$ cat src/rtl/mul2_share_ctrl.sv
// Round-robin sharing of one 2-bit product/carry datapath between two requesters.
// Latency: 2 edges from accept to rsp_valid; the response holds until rsp_ready and req_ready stays low while busy.

module mul2_share_dp (
    input  logic [1:0] i_x,
    input  logic [1:0] i_y,
    input  logic       i_z,
    output logic [1:0] o_u,
    output logic [1:0] o_w
);
    assign o_u = {(i_x[1] & i_y[0]) ^ (i_x[0] & i_y[1]), i_x[0] & i_y[0]};
    assign o_w = {i_y[0] | i_z, i_y[1] ^ (i_y[0] & i_z)};
endmodule

module mul2_share_ctrl #(
    parameter int CNT_W = 8
) (
    input  logic             clk,
    input  logic             rst_n,
    input  logic [1:0]       req_valid,
    output logic [1:0]       req_ready,
    input  logic [3:0]       req_x,
    input  logic [3:0]       req_y,
    input  logic [1:0]       req_z,
    output logic             rsp_valid,
    input  logic             rsp_ready,
    output logic             rsp_id,
    output logic [1:0]       rsp_u,
    output logic [1:0]       rsp_w,
    output logic             busy,
    output logic [CNT_W-1:0] cnt0,
    output logic [CNT_W-1:0] cnt1
);
    typedef enum logic [1:0] {
        IDLE = 2'd0,
        EXEC = 2'd1,
        RESP = 2'd2
    } state_t;

    state_t           r_state;
    state_t           w_state_nxt;
    logic             r_last;
    logic             r_op_id;
    logic [1:0]       r_op_x;
    logic [1:0]       r_op_y;
    logic             r_op_z;
    logic             r_rsp_vld;
    logic             r_rsp_id;
    logic [1:0]       r_rsp_u;
    logic [1:0]       r_rsp_w;
    logic [CNT_W-1:0] r_cnt0;
    logic [CNT_W-1:0] r_cnt1;

    logic             w_gnt;
    logic             w_accept;
    logic             w_rsp_hs;
    logic             w_load_rsp;
    logic [1:0]       w_sel_x;
    logic [1:0]       w_sel_y;
    logic             w_sel_z;
    logic [1:0]       w_dp_u;
    logic [1:0]       w_dp_w;

    // On a tie the requester that did not win last time is served.
    always_comb begin
        w_gnt = req_valid[1];
        if (&req_valid) begin
            w_gnt = ~r_last;
        end
    end

    assign w_sel_x = w_gnt ? req_x[3:2] : req_x[1:0];
    assign w_sel_y = w_gnt ? req_y[3:2] : req_y[1:0];
    assign w_sel_z = w_gnt ? req_z[1]   : req_z[0];

    always_comb begin
        w_state_nxt = r_state;
        req_ready   = 2'b00;
        w_accept    = 1'b0;
        w_rsp_hs    = 1'b0;
        w_load_rsp  = 1'b0;
        case (r_state)
            IDLE: begin
                if (|req_valid) begin
                    w_accept    = 1'b1;
                    req_ready   = w_gnt ? 2'b10 : 2'b01;
                    w_state_nxt = EXEC;
                end
            end
            EXEC: begin
                w_load_rsp  = 1'b1;
                w_state_nxt = RESP;
            end
            RESP: begin
                if (rsp_ready) begin
                    w_rsp_hs    = 1'b1;
                    w_state_nxt = IDLE;
                end
            end
            default: w_state_nxt = IDLE;
        endcase
    end

    always_ff @(posedge clk or negedge rst_n) begin
        if (!rst_n) begin
            r_state <= IDLE;
        end else begin
            r_state <= w_state_nxt;
        end
    end

    always_ff @(posedge clk or negedge rst_n) begin
        if (!rst_n) begin
            r_last  <= 1'b1;
            r_op_id <= 1'b0;
            r_op_x  <= 2'b00;
            r_op_y  <= 2'b00;
            r_op_z  <= 1'b0;
        end else if (w_accept) begin
            r_last  <= w_gnt;
            r_op_id <= w_gnt;
            r_op_x  <= w_sel_x;
            r_op_y  <= w_sel_y;
            r_op_z  <= w_sel_z;
        end
    end

    // The datapath only ever sees the latched operands, never live request lines.
    mul2_share_dp u_dp (
        .i_x (r_op_x),
        .i_y (r_op_y),
        .i_z (r_op_z),
        .o_u (w_dp_u),
        .o_w (w_dp_w)
    );

    always_ff @(posedge clk or negedge rst_n) begin
        if (!rst_n) begin
            r_rsp_vld <= 1'b0;
            r_rsp_id  <= 1'b0;
            r_rsp_u   <= 2'b00;
            r_rsp_w   <= 2'b00;
        end else if (w_load_rsp) begin
            r_rsp_vld <= 1'b1;
            r_rsp_id  <= r_op_id;
            r_rsp_u   <= w_dp_u;
            r_rsp_w   <= w_dp_w;
        end else if (w_rsp_hs) begin
            r_rsp_vld <= 1'b0;
        end
    end

    always_ff @(posedge clk or negedge rst_n) begin
        if (!rst_n) begin
            r_cnt0 <= '0;
            r_cnt1 <= '0;
        end else if (w_rsp_hs) begin
            if (r_rsp_id) begin
                r_cnt1 <= r_cnt1 + 1'b1;
            end else begin
                r_cnt0 <= r_cnt0 + 1'b1;
            end
        end
    end

    assign rsp_valid = r_rsp_vld;
    assign rsp_id    = r_rsp_id;
    assign rsp_u     = r_rsp_u;
    assign rsp_w     = r_rsp_w;
    assign busy      = (r_state != IDLE);
    assign cnt0      = r_cnt0;
    assign cnt1      = r_cnt1;
endmodule

$ cat config.mk
export PLATFORM = sky130hd
export DESIGN_NAME = mul2_share_ctrl
export DESIGN_NICKNAME = d
export VERILOG_FILES = /design/src/rtl/mul2_share_ctrl.sv
export SDC_FILE = /design/constraint.sdc
export NUM_CORES = 1
export LEC_CHECK = 0
export CORE_MARGIN = 3
export CORE_UTILIZATION = 25
export CTS_CLUSTER_DIAMETER = 150
export DETAILED_ROUTE_END_ITERATION = 12
export PLACE_DENSITY_LB_ADDON = 0.12
export RECOVER_POWER = 50
export SYNTH_ARGS = -nofsm -noshare
export SYNTH_HDL_FRONTEND = slang
export SYNTH_SLANG_ARGS = --single-unit
export TNS_END_PERCENT = 50
$ cat constraint.sdc
create_clock -name clk -period 1.66 [get_ports clk]
set_clock_uncertainty 0.1 [all_clocks]
set_input_delay 0.249 -clock clk [delete_from_list [all_inputs] [get_ports clk]]
set_output_delay 0.249 -clock clk [all_outputs]
set_load 0.05 [all_outputs]
; Word-level counts from Yosys, hierarchy flattened
; Cells that the tools add are included.
[op_classes]
eq_ne = 4
mux = 17
bitwise = 9
reduce_logical = 8
n_addsub = 2
[ops]
columns = op, n
row1 = $add A8 B1 Y8 const B, 2
row2 = $mux W2, 7
row3 = $mux W1, 9
row4 = $reduce_and A2 Y1, 4
row5 = $pmux W2 S3, 1
row6 = $and A1 B1 Y1, 4
row7 = $ne A2 B2 Y1 const B, 2
row8 = $reduce_bool A2 Y1, 2
row9 = $eq A2 B1 Y1 const B, 1
row10 = $eq A2 B2 Y1 const B, 1
row11 = $logic_not A2 Y1, 1
row12 = $not A1 Y1, 2
row13 = $reduce_or A2 Y1, 1
row14 = $xor A1 B1 Y1, 2
row15 = $or A1 B1 Y1, 1
[word_totals]
register_bits = 31
word_cells = 52

; Depth between registers and ports, before layout
; Gate-level depths: netlist of the first run.
[depth]
ltp_word = 5
depth_mapped = 5

; Hierarchy
; A second synthesis of the first run with hierarchy kept.
[unflattened]
cells_unflattened = 114
hier_area_um2 = 1390.1
[modules_own_cells]
columns = module, cells_each, area_per_inst_um2, instances, seq_area_each_um2
row1 = mul2_share_ctrl, 107, 1347.5, 1, 777.0
row2 = mul2_share_dp, 7, 42.5, 1, 0.0

; Worst setup path before layout of the first run
; OpenSTA, ideal clock, no wires.
[synth_timing]
path_type = register to output
start = register r_state[1]
end = output req_ready[0]
t_required_ps = 1311
stages_incl_launch_ff = 5
arrival_time_ps = 1508
path_buffers = 1
setup_slack_ps = -197
cell_sequence = dfrtp_1 clkbuf_2 nor2_2 o21ai_2 nor2b_1
[synth_via]
elab_chain_len = 2
[synth_rtl]
columns = item, line
row1 = from (decl), 40  ; state_t r_state;
row2 = from (signal assigned), 108  ; r_state <= w_state_nxt;
row3 = $logic_not A2 Y1, 82  ; case (r_state)
row4 = $mux W2, 82
row5 = to (decl), 21  ; output logic [1:0] req_ready,
; Every way passes these cells.

; Final worst setup path of the first run
[layout_timing]
start = register r_last
end = output req_ready[0]
[layout_via]
elab_chain_len = 5
[layout_rtl]
columns = item, line
row1 = from (decl), 42  ; logic r_last;
row2 = from (signal assigned), 120  ; r_last <= w_gnt;
row3 = $not A1 Y1, 68  ; w_gnt = ~r_last;
row4 = $mux W1, 67  ; if (&req_valid) begin
row5 = $mux W2, 86  ; req_ready = w_gnt ? 2'b10 : 2'b01;
row6 = $mux W2, 84  ; if (|req_valid) begin
row7 = $mux W2, 82
; Every way passes these cells.

==> results of run 1 <==
==> sequential cells by signal, summed over array words and instances, names as in the netlist <==
signal	flops
r_op_x	2
rsp_w	2
cnt1	8
rsp_valid	1
r_op_z	1
r_state	2
r_op_id	1
cnt0	8
r_op_y	2
rsp_u	2
rsp_id	1
r_last	1
==> synth_stat cells, types with 2 or more instances <==
| master | n |
|---|---|
| dfrtp_1 | 30 |
| nand2_1 | 18 |
| xnor2_1 | 11 |
| nand4_1 | 6 |
| o21ai_0 | 5 |
| xor2_1 | 5 |
| mux2_1 | 4 |
| mux2_2 | 4 |
| inv_1 | 3 |
| a21o_1 | 2 |
| a21oi_1 | 2 |
| a221o_1 | 2 |
| and3_1 | 2 |
| buf_2 | 2 |
| ha_1 | 2 |
| nand2b_1 | 2 |
| nor3_1 | 2 |
| o2111a_1 | 2 |
==> cell families after synthesis <==
kind of cell | after synthesis
AOI/OAI and AO/OA | 15
xor gates and xnor gates | 16
adders and majority gates | 2
buffers and inverters | 6
DFF | 31
muxes | 8
and+or+nand+nor | 39
==> worst min path at each step <==
stage                        from      end  slack, ps  depth (start not counted)
after floorplan             rst_n  cnt0[0]       -150                          0
after global placement    cnt1[7]  cnt1[7]        360                          1
after detailed placement  cnt1[7]  cnt1[7]        360                          1
after CTS                   rst_n  cnt0[7]        230                          2
after global routing      cnt1[7]  cnt1[7]        380                          1
final                     cnt1[7]  cnt1[7]        370                          1
==> critical path, delay by kind of cell (launching register included) <==
family | cells | cell delay [ps]
flops | 1 | 540
simple gates | 1 | 170
compound gates | 1 | 150
buf+inv | 1 | 140
==> power by group through the flow <==
| stage | Sequential, W | Combinational, W | Clock [W] |
|---|---|---|---|
| finish | 0.00133 | 0.00223 | 0.000658 |
| global route | 0.00137 | 0.00238 | 0.000727 |
| CTS | 0.00134 | 0.00221 | 0.000683 |
| detailed placement | 0.00134 | 0.00213 | 0 |
| global placement | 0.00134 | 0.00212 | 0 |
| floorplan | 0.00178 | 0.000708 | 0 |
==> cell type report <==
class / count / area share, %
Sequential cell: 31 / 35.0
Timing Repair Buffer: 56 / 28.1
Multi-Input combinational cell: 80 / 27.8
Clock buffer: 7 / 4.33
Tap cell: 70 / 3.94
Inverter: 3 / 0.506
Clock inverter: 1 / 0.337
==> routing by layer <==
layer | routed length [um] | GRT usage, % | vias to the layer above | part of all wire, %
li1 | - | - | 529 | -
met1 | 1330 | 12.0 | 496 | 45
met2 | 1440 | 16.7 | 27 | 48
met3 | 165 | 4.04 | 4 | 5.6
met4 | 33 | 4.05 | 0 | 1.1
met5 | 0 | 0 | - | 0
==> through the flow <==
step / worst slack (ps) / setup TNS, ps / total power [W]
after floorplan: -74.6 / -149 / 0.00249
after global placement: -129 / -1020 / 0.00346
after detailed placement: -150 / -1370 / 0.00347
after CTS: -18.3 / -18.3 / 0.00423
after global routing: -31.3 / -50.6 / 0.00448
final: 36.5 / 0 / 0.00422
==> what timing repair did <==
action	in CTS	in global routing
resized for setup	6	5
hold endpoints to repair	0	0
endpoints found under the setup margin	2	3
pin swaps	3	2
setup buffers	3	1
==> metrics, run 1 <==
simple-gate area share of the yosys netlist=between 15 and 20%; Clock transition at path regs=approximately 70 ps; Routed Antenna Nets=0; Rel. slew slack=47.7%; post-synthesis mux area share=6.46%; First DRT Iteration DRCs=29; dominant cell type by area after synthesis=dfrtp_1; hold_buf cts=0; number of core rows=26; Worst EP required=1310 ps; Slew Viols, Final=0; crit-path cells=a21bo_4 -> nor2b_4 -> buf_12; I/O Pins=40; worst setup path start=r_last; post-DR vias/cell=around 4.3; commonest non-fill, non-tap cell in the layout=dfrtp_1; fraction of registers with async set/reset=100%; Worst-Skew Late Latency=between 200 and 300 ps; leakage=1.02 nW; Period minus WS final=around 1600 ps; worst r2r src=r_last; Gate power share=around 53%; post-DP HPWL=around 2200 um; Max-Cap Viols=0; Critical Path Source Type=register; Synth Warn #=0; Synth Area in Compound Gates=8.43%; total core area=0.00524 mm^2; Synth top area share=53.8%; number of flops mapped to enable cells by yosys=0; Avg Inst Size Synth=between 10 and 15 um^2; endpoints failing setup=0; grt ovf=0; R2R cell count=4; cell area after layout=0.00222 mm^2; Die Height=80.7 um; # placed instances=~240; Yosys cell types=31; Post-Layout Cell Count=248; Power Dens Cells=approximately 1900 mW/mm^2; Post-Synth Adder-Cell Area=1.79%; CTS root buf=clkbuf_8; unrepaired setup endpoints after global routing=true; fillcell total=slightly above 500; CTS Buf Count=5; internal power=roughly 0.0025 W; GPL Wtd Cong=0.712; register area=779 um^2; drt wl/cell=12.0 um; Die X=~80 um; main combinational cell family by area after synthesis=simple AND/OR/NAND/NOR gates; crit path capture type=output pin; commonest non-fill, non-tap cells in the layout=dfrtp_1, buf_4, nand2_1; Tightest Pin Transition=between 700 and 800 ps; initial antenna violation count=0; worst-path maximum fanout=3; mapped cell area=around 0.0014 mm^2; status=complete, no violations; clock share of power=roughly 16%; syn nets=about 130; total die area=between 0.006 and 0.007 mm^2; port bufs=39; post-synthesis xor/xnor area fraction=between 10% and 20%; Area growth, synth to finish=59.5%; layout cells sized above 1=approximately 36%; Crit path largest cell delay=roughly 540 ps; area of the multi-input gates=between 600 and 700 um^2; Starting Density=26.6%; Final Cycle Share=97.8%; R2R Setup Slk=about 70 ps; Psw=0.00175 W; final WL=~3000 um; Max Clk Rate=between 600 and 700 MHz; largest net degree at the start of global routing=32; Nets=just under 200; Tot GR Track Use=between 10% and 20%; DR pass1 iterations=4; Clock Sinks=31; post-synthesis sequential area ratio=55.7%; Max Buffers Root-to-Sink=2; worst setup path endpoint=req_ready[0]; Worst EP arrival=1270 ps; peak supply drop=0.792 mV; CTS tree=done; top cells by area, synth=dfrtp_1, xnor2_1, nand2_1; final hold violations=0; H-tree levels=2; Slowest cell on crit path=dfstp_2; DRC Markers=0; switch share=about two fifths; antenna cells=0; Sequential Power Share=31.6%; most common flop cell mapped by yosys=dfrtp_1; register bit total from synthesis=31; FF-to-FF End=r_op_y[1]; vias in the first global route=roughly 1100; HP Class=register to register; Setup CP Type=register to output pin; WHS=between 300 and 400 ps; total number of vias=between 1000 and 1500; Syn Inst Count=about 120; placed instance area=between 0.002 and 0.0025 mm^2; first-pass GRT wire length=around 5000 um; Core Util, Final=roughly 42%
(Power assumes the default switching activity.)
==> run 2, diff against run 1 <==
--- a/config.mk
+++ b/config.mk
@@ -5,7 +5,7 @@
 export SDC_FILE = /design/constraint.sdc
 export NUM_CORES = 1
 export LEC_CHECK = 0
-export CORE_MARGIN = 3
+export CORE_MARGIN = 2
 export CORE_UTILIZATION = 25
 export CTS_CLUSTER_DIAMETER = 150
 export DETAILED_ROUTE_END_ITERATION = 12
==> run 2 against run 1 <==
  * Die area down 4.9%
  * Sequential cell count unchanged
  * Highest routed layer unchanged
  * Largest power group unchanged
  * Design area down 0.90%
  * Power up 1.8%
  * Combinational power about the same
  * Sequential power about the same
  * Global-route usage up 0.62 points
  * Core utilization down 1.9 points
==> metrics, run 2 (synthesis results as in run 1) <==
R2R Setup Slk=approximately 60 ps; FF-to-FF End=r_op_z; CTS tree=done; crit path capture type=output pin; fillcell total=about 560; Max Clk Rate=a little over 600 MHz; total power=roughly 0.0043 W; Tightest Pin Transition=about 770 ps; peak supply drop=roughly 0.9 mV; GPL Wtd Cong=a little over 0.7; CTS root buf=clkbuf_8; Critical Path Source Type=register; number of core rows=27; HP Class=register to register; status=complete, no violations; R2R cell count=4; Starting Density=approximately a quarter; Slew Viols, Final=0; Clock Sinks=31; worst setup path start=r_state[1]; drt wl/cell=approximately 12 um; final hold violations=0; grt ovf=0; final WL=~3100 um; Worst EP arrival=1290 ps; I/O Pins=40; Rel. slew slack=approximately 48%; port bufs=39; Period minus WS final=around 1600 ps; Die X=slightly below 80 um; worst setup path endpoint=req_ready[0]; Setup CP Type=register to output pin; Core Util, Final=slightly above 40%; Final Cycle Share=between 90% and 100%; Tot GR Track Use=between 10% and 20%; worst r2r src=r_last; H-tree levels=2; WHS=between 300 and 400 ps; First DRT Iteration DRCs=36; Max Buffers Root-to-Sink=2; CTS Buf Count=5; DRC Markers=0; leakage=around 1 nW; endpoints failing setup=0; Die Height=78.7 um; Worst EP required=between 1000 and 1500 ps; Max-Cap Viols=0; largest net degree at the start of global routing=32; Worst-Skew Late Latency=around 280 ps; vias in the first global route=about 1100; antenna cells=0; worst-path maximum fanout=4; Nets=just under 200; area of the multi-input gates=a little over 600 um^2; total core area=~0.0054 mm^2; initial antenna violation count=0; first-pass GRT wire length=5170 um; Power Dens Cells=1950 mW/mm^2; Area growth, synth to finish=58.0%; DR pass1 iterations=4; commonest non-fill, non-tap cell in the layout=dfrtp_1; register area=778 um^2; total number of vias=between 1000 and 1500; post-DR vias/cell=4.37; layout cells sized above 1=33.7%; Clock transition at path regs=~60 ps; Routed Antenna Nets=0; unrepaired setup endpoints after global routing=true; hold_buf cts=0; total die area=approximately 0.0062 mm^2; commonest non-fill, non-tap cells in the layout=dfrtp_1, buf_4, nand2_1; post-DP HPWL=around 2300 um
run 2: per-stage QoR:
| step | worst slack [ps] | std cells | area (um^2) | setup TNS, ps |
|---|---|---|---|---|
| 2_1_floorplan | -74.6 | 117 | 1400 | -149 |
| 3_3_place_gp | -126 | 236 | 2050 | -1110 |
| 3_5_place_dp | -163 | 236 | 2050 | -1460 |
| 4_1_cts | -4.58 | 246 | 2190 | -4.58 |
| 5_1_grt | -48.9 | 250 | 2200 | -100 |
| 6_report | 17.3 | 250 | 2200 | 0 |
run 2: how the worst min path moves through the flow:
| stage | depth (start not counted) | start | slack (ps) | end |
|---|---|---|---|---|
| 2_1_floorplan | 0 | rst_n | -150 | cnt0[0] |
| 3_3_place_gp | 1 | cnt1[7] | 360 | cnt1[7] |
| 3_5_place_dp | 1 | cnt1[7] | 360 | cnt1[7] |
| 4_1_cts | 2 | rst_n | 230 | cnt0[4] |
| 5_1_grt | 1 | cnt0[7] | 390 | cnt0[7] |
| 6_report | 1 | cnt0[7] | 370 | cnt0[7] |
run 2: critical path, stage by stage (launching register included):
cell	delay, ps
dfrtp_2	440
nor2_4	190
o21ai_4	110
nor2b_4	130
buf_12	140
run 2: area by class of cell:
cell class / count / area share (%)
clock buffers: 7 / 3.46
clock inverters: 1 / 1.36
inverters: 3 / 0.511
multi-input cells: 80 / 28.0
flip-flops and latches: 31 / 35.3
well taps: 72 / 4.09
repair buffers: 56 / 27.2
run 2: timing repair:
item,in CTS,in global routing
resized for setup,7,1
pin swaps,2,3
endpoints found under the setup margin,2,6
setup buffers,2,4
run 2: report_power, final:
| part | switching (W) | internal, W | leakage [nW] | total (W) |
|---|---|---|---|---|
| clock network | 0.000280 | 0.000449 | 0.0524 | 0.000729 |
| logic | 0.00118 | 0.00105 | 0.572 | 0.00224 |
| registers | 0.000294 | 0.00103 | 0.394 | 0.00133 |
| total | 0.00176 | 0.00254 | 1.02 | 0.00430 |
run 2: layer usage:
metal | share of wire [%] | GRT usage (%)
met1 | 44 | 13.6
met2 | 48 | 16.5
met3 | 5.8 | 4.43
met4 | 2.0 | 4.74
met5 | 0 | 0
